$ cat src/rtl/global_params.sv
// Global widths, opcodes and sizing shared by the execution-unit blocks.
`ifndef GLOBAL_PARAMS_SV
`define GLOBAL_PARAMS_SV
`define XLEN 32
`define ALU_OP_WIDTH 4
`define ROB_SIZE_WIDTH 4
`define ALU_RS_SIZE 8
`define ALU_ADD  4'd0
`define ALU_SUB  4'd1
`define ALU_AND  4'd2
`define ALU_OR   4'd3
`define ALU_XOR  4'd4
`define ALU_SLL  4'd5
`define ALU_SRL  4'd6
`define ALU_SRA  4'd7
`define ALU_SLT  4'd8
`define ALU_SLTU 4'd9
`endif

$ cat src/rtl/alu_rs_pkg.sv
// Types and the operand-forwarding helper shared by the ALU reservation station.
`ifndef GLOBAL_PARAMS_SV
`include "global_params.sv"
`endif

package alu_rs_pkg;

  localparam int XLEN  = `XLEN;
  localparam int OP_W  = `ALU_OP_WIDTH;
  localparam int ROB_W = `ROB_SIZE_WIDTH;

  typedef struct packed {
    logic             busy;
    logic [OP_W-1:0]  op;
    logic [XLEN-1:0]  val1;
    logic [XLEN-1:0]  val2;
    logic             dep1;
    logic             dep2;
    logic [ROB_W-1:0] q1;
    logic [ROB_W-1:0] q2;
    logic [ROB_W-1:0] id;
  } rs_entry_t;

  typedef struct packed {
    logic            dep;
    logic [XLEN-1:0] val;
  } operand_t;

  // ALU broadcast wins if both buses ever carry the same tag.
  function automatic operand_t resolve(
    input logic             dep,
    input logic [ROB_W-1:0] q,
    input logic [XLEN-1:0]  val,
    input logic             alu_ready,
    input logic [ROB_W-1:0] alu_id,
    input logic [XLEN-1:0]  alu_res,
    input logic             lsb_ready,
    input logic [ROB_W-1:0] lsb_id,
    input logic [XLEN-1:0]  lsb_res
  );
    operand_t r;
    r.dep = dep;
    r.val = val;
    if (dep && alu_ready && (q == alu_id)) begin
      r.dep = 1'b0;
      r.val = alu_res;
    end else if (dep && lsb_ready && (q == lsb_id)) begin
      r.dep = 1'b0;
      r.val = lsb_res;
    end
    return r;
  endfunction

endpackage

$ cat src/rtl/rs_prio_enc.sv
// Lowest-set-bit priority encoder used for free-slot and issue selection.
module rs_prio_enc #(
  parameter int N = 8
) (
  input  logic [N-1:0]         req,
  output logic [$clog2(N)-1:0] idx,
  output logic                 valid
);

  localparam int W = $clog2(N);

  always_comb begin
    idx   = '0;
    valid = |req;
    for (int i = N - 1; i >= 0; i--) begin
      if (req[i]) idx = W'(i);
    end
  end

endmodule

$ cat src/rtl/alu_rs.sv
// ALU reservation station: holds dispatched ops until both operands are
// available, snoops ALU/LSB result buses, and issues one ready op per cycle.
module alu_rs
  import alu_rs_pkg::*;
#(
  parameter int RS_SIZE = `ALU_RS_SIZE
) (
  input  logic             clk,
  input  logic             rst,
  input  logic             rdy,
  input  logic             flush,
  input  logic             dec_valid,
  input  logic [OP_W-1:0]  dec_op,
  input  logic [XLEN-1:0]  dec_val1,
  input  logic [XLEN-1:0]  dec_val2,
  input  logic             dec_dep1,
  input  logic             dec_dep2,
  input  logic [ROB_W-1:0] dec_q1,
  input  logic [ROB_W-1:0] dec_q2,
  input  logic [ROB_W-1:0] dec_id,
  input  logic             alu_ready,
  input  logic [XLEN-1:0]  alu_res,
  input  logic [ROB_W-1:0] alu_id,
  input  logic             lsb_ready,
  input  logic [XLEN-1:0]  lsb_res,
  input  logic [ROB_W-1:0] lsb_id,
  output logic             rs_full,
  output logic             rs_ready,
  output logic [OP_W-1:0]  rs_op,
  output logic [XLEN-1:0]  rs_val1,
  output logic [XLEN-1:0]  rs_val2,
  output logic [ROB_W-1:0] rs_id
);

  localparam int IDX_W = $clog2(RS_SIZE);

  rs_entry_t [RS_SIZE-1:0] entries;
  operand_t  [RS_SIZE-1:0] wake1;
  operand_t  [RS_SIZE-1:0] wake2;
  operand_t                disp1;
  operand_t                disp2;
  logic      [RS_SIZE-1:0] busy_vec;
  logic      [RS_SIZE-1:0] issuable_vec;
  logic      [IDX_W-1:0]   free_idx;
  logic      [IDX_W-1:0]   issue_idx;
  logic                    free_valid;
  logic                    issue_valid;

  // Per-entry status and the post-broadcast operand view for every slot.
  always_comb begin
    busy_vec     = '0;
    issuable_vec = '0;
    wake1        = '0;
    wake2        = '0;
    for (int i = 0; i < RS_SIZE; i++) begin
      busy_vec[i]     = entries[i].busy;
      issuable_vec[i] = entries[i].busy && !entries[i].dep1 && !entries[i].dep2;
      wake1[i] = resolve(entries[i].dep1, entries[i].q1, entries[i].val1,
                         alu_ready, alu_id, alu_res, lsb_ready, lsb_id, lsb_res);
      wake2[i] = resolve(entries[i].dep2, entries[i].q2, entries[i].val2,
                         alu_ready, alu_id, alu_res, lsb_ready, lsb_id, lsb_res);
    end
  end

  always_comb begin
    disp1 = resolve(dec_dep1, dec_q1, dec_val1,
                    alu_ready, alu_id, alu_res, lsb_ready, lsb_id, lsb_res);
    disp2 = resolve(dec_dep2, dec_q2, dec_val2,
                    alu_ready, alu_id, alu_res, lsb_ready, lsb_id, lsb_res);
  end

  assign rs_full = &busy_vec;

  rs_prio_enc #(.N(RS_SIZE)) u_free_enc (
    .req   (~busy_vec),
    .idx   (free_idx),
    .valid (free_valid)
  );

  rs_prio_enc #(.N(RS_SIZE)) u_issue_enc (
    .req   (issuable_vec),
    .idx   (issue_idx),
    .valid (issue_valid)
  );

  // Issue selection uses pre-edge state, so a slot freed here is reusable only next cycle.
  always_ff @(posedge clk or negedge rst) begin
    if (!rst) begin
      entries  <= '0;
      rs_ready <= 1'b0;
      rs_op    <= '0;
      rs_val1  <= '0;
      rs_val2  <= '0;
      rs_id    <= '0;
    end else if (rdy) begin
      if (flush) begin
        for (int i = 0; i < RS_SIZE; i++) entries[i].busy <= 1'b0;
        rs_ready <= 1'b0;
      end else begin
        for (int i = 0; i < RS_SIZE; i++) begin
          if (entries[i].busy) begin
            entries[i].dep1 <= wake1[i].dep;
            entries[i].val1 <= wake1[i].val;
            entries[i].dep2 <= wake2[i].dep;
            entries[i].val2 <= wake2[i].val;
          end
        end
        if (issue_valid) begin
          rs_ready                <= 1'b1;
          rs_op                   <= entries[issue_idx].op;
          rs_val1                 <= entries[issue_idx].val1;
          rs_val2                 <= entries[issue_idx].val2;
          rs_id                   <= entries[issue_idx].id;
          entries[issue_idx].busy <= 1'b0;
        end else begin
          rs_ready <= 1'b0;
        end
        if (dec_valid && free_valid) begin
          entries[free_idx] <= '{busy: 1'b1, op: dec_op,
                                 val1: disp1.val, val2: disp2.val,
                                 dep1: disp1.dep, dep2: disp2.dep,
                                 q1: dec_q1, q2: dec_q2, id: dec_id};
        end
      end
    end
  end

endmodule
$ cat config.mk
export PLATFORM = sky130hd
export DESIGN_NAME = alu_rs
export DESIGN_NICKNAME = d
export VERILOG_FILES = /design/src/rtl/alu_rs_pkg.sv /design/src/rtl/rs_prio_enc.sv /design/src/rtl/alu_rs.sv
export VERILOG_INCLUDE_DIRS = /design/src /design/src/rtl
export SDC_FILE = /design/constraint.sdc
export NUM_CORES = 2
export LEC_CHECK = 0
export ABC_CLOCK_PERIOD_IN_PS = 2700
export CORE_MARGIN = 1.5
export CORE_UTILIZATION = 35
export CTS_CLUSTER_DIAMETER = 150
export CTS_CLUSTER_SIZE = 20
export DETAILED_ROUTE_END_ITERATION = 10
export DONT_BUFFER_PORTS = 1
export HOLD_SLACK_MARGIN = 0.1
export PLACE_DENSITY = 0.5
export SLEW_MARGIN = 10
export SYNTH_ARGS = -nofsm -noshare
export SYNTH_HDL_FRONTEND = slang
export SYNTH_SLANG_ARGS = --single-unit
$ cat constraint.sdc
create_clock -name clk -period 2.7 [get_ports clk]
set_input_delay 0.54 -clock clk [delete_from_list [all_inputs] [get_ports clk]]
set_output_delay 0.54 -clock clk [all_outputs]
set_load 0.05 [all_outputs]
==> run summary <==
outcome -> finished with violations
failing checks -> hold timing
gr usage total -> 42.56%
most frequent cells in the layout -> dfrtp_1 (737), nand2_1 (736), nor2_1 (412), buf_4 (389), nand3_1 (253)
CTS sink cnt -> 737
CTS Buf Count -> 42
DP Area -> 50010 um^2
GPL Wtd Cong -> 1.007
H-tree depth -> 2
TNS Setup -> 0 ns
vias -> 51.36k
Post-synth EDFFs -> 0
CP max stage cell -> dfrtp_1
die area -> 131300 um^2
min cycle time layout -> 2.671 ns
Top Usage Layer GRT -> met2
CTS tree -> yes
register area share after synthesis -> 40.80%
area of the mapped netlist -> 45200 um^2
Seq cells post-synth -> 737
post-layout util -> 41.06%
die height -> 362.4 um
CTS Buffer Depth -> 3
Netlist cell types -> 77
met3 Usage GRT -> 16.97%
cell mode on critical path -> buf_4
CP max stage delay -> 0.49 ns
Async SR Flop Fraction -> 100.0%
largest net degree at the start of global routing -> 738
VDD IR max -> 0.0004930 V
Cells after Synth -> 5401
initial cell density of the core -> 35.35%
syn avg cell area -> 8.369 um^2
Startpoint Class -> flip-flop
Worst-Margin Slew -> 1.033 ns
I/O pin total -> 235
RSZ-0062 raised after global routing -> true
commonest non-fill, non-tap cell in the layout -> dfrtp_1
CTS clk-pin slew, worst paths -> 0.10 ns
Routed Antenna Nets -> 0
Layout area overhead -> 16.15%
DRC Markers -> 0
max-cap viol count -> 0
Congestion Overflow GR -> 0
met2 Track Usage GR -> 59.00%
Pleak -> 21.77 nW
port buffer count -> 0
initial DRC count -> 8074
ys flop type -> dfrtp_1
critical path class -> reg2out
Req. time, crit path -> 2.16 ns
core box area -> 127800 um^2
vias in the first global route -> 48.49k
Post-Syn Nets -> 5562
filler instances -> 12.88k
worst hold slack -> -0.4319 ns
Fmax achieved -> 374.4 MHz
CTS root buffer -> clkbuf_16
vias per cell -> 7.264
Die X -> 362.4 um
CP Capture Type -> output pin
Max Slew Vio Count -> 0
first-pass GRT wire length -> 397200 um
fin nets -> 5539
Synth Warn # -> 0
Power Total -> 28.32 mW
Routed wire per std cell -> 40.71 um
worst-path fanout max -> 8
PwrDens -> 539.5 nW/um^2
worst path arrival time -> 2.13 ns
final setup skew -> 0.04721 ns
DR pass1 iterations -> 10
share of cells above drive strength 1 -> 14.63%
Core Rows -> 131
HPWL Detailed -> 173700 um
worst skew pair latency -> 0.70 ns
Design Area, Final -> 52500 um^2
post-route clock period utilization -> 98.93%
worst min path class -> in2async
Final Hold Viols -> 131
met1 usage -> 52.97%
Worst slew margin -> 30.81%
initial antenna violation count -> 33
CP Cell Sequence -> buf_4 -> nand4_1 -> nor3_4 -> buf_4
final setup fails -> 0
Total Wirelength -> 287800 um
## final timing paths
check	from	to	slack, ns	cells past startpoint
max	busy_vec[2]	rs_full	0.03	4
max reg2reg	entries[511]	rs_val2[6]	0.03	10
max in group asynchronous	rst	entries[545]	1.27	2
min reg2reg	entries[251]	entries[251]	0.48	2
min	rst	entries[123]	-0.43	0
min in group clk	alu_res[17]	entries[280]	0.09	2
## what timing repair did
item,CTS,global route
cloned,2,1
endpoints found under the setup margin,26,55
hold endpoints to repair,978,224
hold buffers,70,3
pin swaps,3,12
resized for setup,14,41
setup buffers,3,11
## power breakdown
group | switching (mW) | internal (mW) | leakage, nW
logic | 3.56 | 2.23 | 12.1
clock network | 4.34 | 2.86 | 0.539
registers | 3.14 | 12.2 | 9.17
## logic make-up after synthesis
group / Yosys count / synth area share [%]
XOR/XNOR: 127 / 2.461
AND/OR/NAND/NOR: 1866 / 18.44
AO/OA/AOI/OAI: 1825 / 30.16
flip-flops: 737 / 40.80
buffers and inverters: 795 / 7.004
multiplexers: 51 / 1.129
## flip-flops by register name, summed over array words and instances (netlist names)
| register | flops |
|---|---|
| entries | 656 |
| rs_val1 | 32 |
| rs_val2 | 32 |
| busy_vec | 8 |
| rs_id | 4 |
| rs_op | 4 |
| rs_ready | 1 |
## critical path, delay by kind of cell (launching register included)
family / cells / cell delay [ns]
AND/OR/NAND/NOR: 2 / 0.47
flip-flops: 1 / 0.49
buffers and inverters: 2 / 0.49
## cells in the mapped netlist (all sizes together), types with 12 or more instances
| cell type | count | area share, % |
|---|---|---|
| nor3 | 157 | 1.8 |
| o31a | 15 | 0.29 |
| nand2 | 743 | 6.2 |
| o221a | 88 | 2.2 |
| o31ai | 22 | 0.39 |
| and2 | 46 | 0.64 |
| inv | 146 | 1.2 |
| a221o | 200 | 4.4 |
| mux2i | 51 | 1.1 |
| nor2 | 430 | 3.6 |
| a21oi | 224 | 2.5 |
| buf | 146 | 1.6 |
| a22o | 101 | 2.0 |
| a22oi | 148 | 2.5 |
| or3 | 22 | 0.30 |
| nor2b | 12 | 0.17 |
| o22ai | 223 | 3.1 |
| a2111oi | 21 | 0.41 |
| nor4 | 38 | 0.60 |
| o211ai | 46 | 0.76 |
| nand3 | 256 | 2.8 |
| a31oi | 90 | 1.3 |
| a21o | 40 | 0.66 |
| clkbuf | 501 | 4.2 |
| o21a | 18 | 0.30 |
| and3 | 96 | 1.3 |
| a221oi | 124 | 2.4 |
| o21ai | 228 | 2.5 |
| o221ai | 69 | 1.3 |
| o32a | 19 | 0.42 |
| dfrtp | 737 | 41 |
| xnor2 | 59 | 1.1 |
| nand4 | 17 | 0.24 |
| xor2 | 68 | 1.3 |
| a31o | 30 | 0.58 |
| a211oi | 45 | 0.75 |
| a211o | 13 | 0.25 |
| a21boi | 15 | 0.25 |
## metrics by stage
stage,setup WS (ns),std cells
global placement,-0.1934,6903
detailed placement,-0.2344,6903
global route,-0.03728,7050
CTS,-0.04898,7023
finish,0.02897,7070
floorplan,0.01387,5401
## layer usage
| metal | vias up | share of wire (%) |
|---|---|---|
| met1 | 25390 | 36 |
| met4 | 26 | 8.9 |
| li1 | 19990 | - |
| met3 | 1236 | 15 |
| met2 | 4710 | 40 |
| met5 | - | 0.078 |
## area by class of cell
cell class	instances	area (um^2)	area share, %
Timing Repair Buffer	580	6086	11.59
Inverter	148	555.5	1.058
Sequential cell	737	18440	35.13
Clock buffer	43	1076	2.050
Tap cell	1662	2079	3.961
Antenna cell	29	72.57	0.1382
Multi-Input combinational cell	3869	24170	46.04
Clock inverter	2	13.76	0.02622
No activity file was read; power rests on OpenSTA's default activity.
